**src/rtl/regfile_mp.sv**
```systemverilog
// Multi-port register file: NRD registered read ports, two write ports and a busy scoreboard.
// Define REGFILE_BYPASS_EN to make reads return post-edge data and busy during a same-cycle write.
module regfile_mp #(
  parameter int unsigned DATA_W = 16,
  parameter int unsigned ADDR_W = 3,
  parameter int unsigned NRD    = 3
) (
  input  logic                     CLK,
  input  logic                     reset,
  input  logic [NRD*ADDR_W-1:0]    rd_addr,
  output logic [NRD*DATA_W-1:0]    rd_data,
  output logic [NRD-1:0]           rd_busy,
  input  logic                     we0,
  input  logic                     we1,
  input  logic [ADDR_W-1:0]        wa0,
  input  logic [ADDR_W-1:0]        wa1,
  input  logic [DATA_W-1:0]        wd0,
  input  logic [DATA_W-1:0]        wd1,
  input  logic                     rsv_en,
  input  logic [ADDR_W-1:0]        rsv_addr,
  output logic [(1<<ADDR_W)-1:0]   busy_vec
);

  localparam int unsigned NREG = 1 << ADDR_W;

  logic [DATA_W-1:0]     regs_q [NREG];
  logic [DATA_W-1:0]     regs_d [NREG];
  logic [NREG-1:0]       busy_q, busy_d;
  logic [NRD*DATA_W-1:0] rd_data_q, rd_data_d;
  logic [NRD-1:0]        rd_busy_q, rd_busy_d;

  // Port 1 is applied after port 0 so it wins on an address clash; reserve is applied
  // last so a new producer claim survives a write to the same register.
  always_comb begin
    regs_d = regs_q;
    busy_d = busy_q;
    if (we0) begin
      regs_d[wa0] = wd0;
      busy_d[wa0] = 1'b0;
    end
    if (we1) begin
      regs_d[wa1] = wd1;
      busy_d[wa1] = 1'b0;
    end
    if (rsv_en) begin
      busy_d[rsv_addr] = 1'b1;
    end
  end

  always_comb begin
    rd_data_d = '0;
    rd_busy_d = '0;
    for (int k = 0; k < NRD; k++) begin
`ifdef REGFILE_BYPASS_EN
      rd_data_d[k*DATA_W +: DATA_W] = regs_d[rd_addr[k*ADDR_W +: ADDR_W]];
      rd_busy_d[k]                  = busy_d[rd_addr[k*ADDR_W +: ADDR_W]];
`else
      rd_data_d[k*DATA_W +: DATA_W] = regs_q[rd_addr[k*ADDR_W +: ADDR_W]];
      rd_busy_d[k]                  = busy_q[rd_addr[k*ADDR_W +: ADDR_W]];
`endif
    end
  end

  always_ff @(posedge CLK or posedge reset) begin
    if (reset) begin
      regs_q    <= '{default: '0};
      busy_q    <= '0;
      rd_data_q <= '0;
      rd_busy_q <= '0;
    end else begin
      regs_q    <= regs_d;
      busy_q    <= busy_d;
      rd_data_q <= rd_data_d;
      rd_busy_q <= rd_busy_d;
    end
  end

  assign rd_data  = rd_data_q;
  assign rd_busy  = rd_busy_q;
  assign busy_vec = busy_q;

endmodule

```
**config.mk**
```make
export PLATFORM = sky130hd
export DESIGN_NAME = regfile_mp
export DESIGN_NICKNAME = d
export VERILOG_FILES = /design/src/rtl/regfile_mp.sv
export SDC_FILE = /design/constraint.sdc
export NUM_CORES = 1
export LEC_CHECK = 0
export CORE_ASPECT_RATIO = 2
export CORE_MARGIN = 2
export CORE_UTILIZATION = 40
export CTS_BUF_LIST = sky130_fd_sc_hd__clkbuf_4
export DETAILED_ROUTE_END_ITERATION = 6
export PLACE_DENSITY_LB_ADDON = 0.1
export SYNTH_ARGS = -nofsm -noshare
export SYNTH_HDL_FRONTEND = slang
export SYNTH_SLANG_ARGS = --single-unit
```
**constraint.sdc**
```tcl
create_clock -name CLK -period 7.18 [get_ports CLK]
set_input_delay 1.436 -clock CLK [delete_from_list [all_inputs] [get_ports CLK]]
set_output_delay 1.436 -clock CLK [all_outputs]
set_load 0.05 [all_outputs]
```
==> flow_summary.ini <==
[power_and_ir_drop]
intPower_mw = 2.16
peakVddDrop_uv = 134
power_density_nw_per_um2 = 270
p_comb_share_pct = 36.2
p_seq_share_pct = 44.4
p_switching_mw = 1.24
switching_share_pct = 36.5
clkPwrFrac_pct = 19.5
power.leakage_nw = 5.32
total_power_mw = 3.40

[finish]
fin_util_pct = 45.6
layout.cells.non_filler = 1277
drive_gt1_share_pct = 14.6
layout-area-overhead-vs-synth_pct = 12.3
final_nets = 966

[timing]
rsz0062_at_grt = false
relSlewSlack_pct = 20.8
finalHoldViolations = 0
period_share_pct = 48.7
setup_slack_ps = 3690
setup-tns-final_ps = 0
fmax_ghz = 0.286
tightest_slew_ps = 1180
finalMaxSlewViolations = 0
period_needed_ps = 3490
skew_ps = 24.4
setup_viol = 0

[routing]
drcViolationCount = 0
drt-wirelength-per-cell_um = 26.2
wl_um = 33500
drt-initial-drc-count = 534
firstDrtPassIters = 5
num_vias = 7609
viasPerCell = 5.96
ant_nets = 0

[cts]
insertion_delay_ps = 640
cts_buffer_depth = 2
cts-resized-gates = 0
cts_sinks = 187
cts_hold_buf = 0
path_clk_slew_ps = 150
cts_tree = built
cts_setup_buffers = 0
cts_root_buf = clkbuf_4
htreeDepth = 4
numCtsBuffers = 17

[global_routing]
grt_overflow = 0
grt_max_degree = 151
grt_first_pass_wirelength_um = 49800
antenna_found_initial = 1
track_usage_pct = 23.7
grt_pass1_vias = 7967

[synthesis]
synth_area_um2 = 11200
synth_commonest_cells = dfrtp_1, mux2i_1, mux4_1
netlist_instances = 868
syn-num-nets = 923
synth-edff-count = 0
yosysSeqAreaShare_pct = 41.8
synth_top_area_cell = dfrtp_1
yosys_warnings = 0
syn_area_per_cell_um2 = 12.9
yosysMostFrequentCell = dfrtp_1
synth_seq_cells = 187
ys_top_cells_by_area = dfrtp_1, mux4_1, mux2i_1
yosysTopAreaCellShare_pct = 41.8
yosys.cell_types.count = 27
synthFlopType = dfrtp_1
synthArstFlopShare_pct = 100

[job]
maxCapViolCount = 0

[worst_setup_path]
timing.rr.start = busy_vec[0]$_DFF_PP0_
crit_fanout = 18
worstSetupPathType = input pin to register
start_kind = input pin
timing.rr.end = rd_busy[2]$_DFF_PP0_
cp.arrival_ps = 4020
crit_required_ps = 7700
startpoint = rd_addr[7]
end_kind = register
ff2ff_path_depth = 2
reg2reg_slack_ps = 5740

[floorplanning]
die_h_um = 241
die_w_um = 122
die-area_um2 = 29400
core_area_um2 = 27500
initial_core_util_pct = 40.6
rows = 86
ios = 114

[place]
dp_hpwl_um = 19900
place_congestion = 0.763
placedCellCount = 1244
portBuffers = 113
place_ws_ps = 3020

[hold_path]
hold_path_depth = 2
min_path_type = register to register
hold-path-endpoint = regs_q[116]$_DFF_PP0_
worstHoldStart = regs_q[116]$_DFF_PP0_

[outcome]
run_status = finished, final reports clean
per-stage QoR:
step                hold WS [ps]  instance area, um^2
finish                       615                12600
global route                 657                12600
CTS                          617                12600
detailed placement           582                12300
global placement             560                12300
floorplan                    535                11200
worst max-delay path by stage:
stage                                        to  slack, ps  cells past startpoint
after floorplan           busy_vec[0]$_DFF_PP0_        660                      1
after global placement    rd_data[47]$_DFF_PP0_       3070                      4
after detailed placement  rd_data[47]$_DFF_PP0_       3020                      4
after CTS                           busy_vec[0]       3730                      1
after global routing      rd_data[47]$_DFF_PP0_       3690                      4
final                     rd_data[47]$_DFF_PP0_       3690                      4
flip-flops by register name, indices dropped and copies added, names as in the netlist:
name      count
regs_q      128
busy_vec      8
rd_busy       3
rd_data      48
power by group through the flow:
| stage | registers [mW] | logic (mW) | clock network [mW] |
|---|---|---|---|
| after floorplan | 1.78 | 0.575 | 0 |
| after global placement | 1.51 | 1.21 | 0 |
| after detailed placement | 1.53 | 1.24 | 0 |
| after CTS | 1.51 | 1.24 | 0.687 |
| after global routing | 1.54 | 1.30 | 0.724 |
| final | 1.51 | 1.23 | 0.661 |
kinds of logic after synthesis:
family,Yosys count,synth area share (%)
AO/OA/AOI/OAI,136,6.21
buffers and inverters,109,5.88
AND/OR/NAND/NOR,155,6.28
flip-flops,187,41.8
multiplexers,281,39.8
layer usage:
| layer | part of all wire (%) | routed length, um | track usage [%] |
|---|---|---|---|
| met5 | 0 | 0 | 0 |
| met4 | 3.5 | 1160 | 9.61 |
| met3 | 4.9 | 1640 | 4.32 |
| met2 | 52 | 17500 | 40.6 |
| met1 | 39 | 13200 | 29.3 |
critical path: stages:
cell,delay [ps]
clkdlybuf4s50_1,1250
buf_4,450
mux4_1,600
mux2_2,270
cell type report:
cell class,instances,area [um^2]
Fill cell,2540,15000
Multi-Input combinational cell,572,5870
Sequential cell,187,4680
Timing Repair Buffer,130,1240
Tap cell,352,440
Clock inverter,13,175
Clock buffer,19,143
Inverter,3,16.3
Antenna cell,1,2.50
layout by cell type (no fill, tap or decap), drive strengths merged:
master	count
a21oi	64
and4bb	6
buf	23
bufinv	4
clkbuf	19
clkdlybuf4s50	107
clkinv	6
clkinvlp	3
dfrtp	187
diode	1
inv	3
mux2	51
mux2i	128
mux4	102
nand2	66
nand2b	5
nand3	4
nand4	2
nand4b	6
nor2	64
nor4b	2
o21ai	68
o32ai	4
No activity file was read; power rests on OpenSTA's default activity.
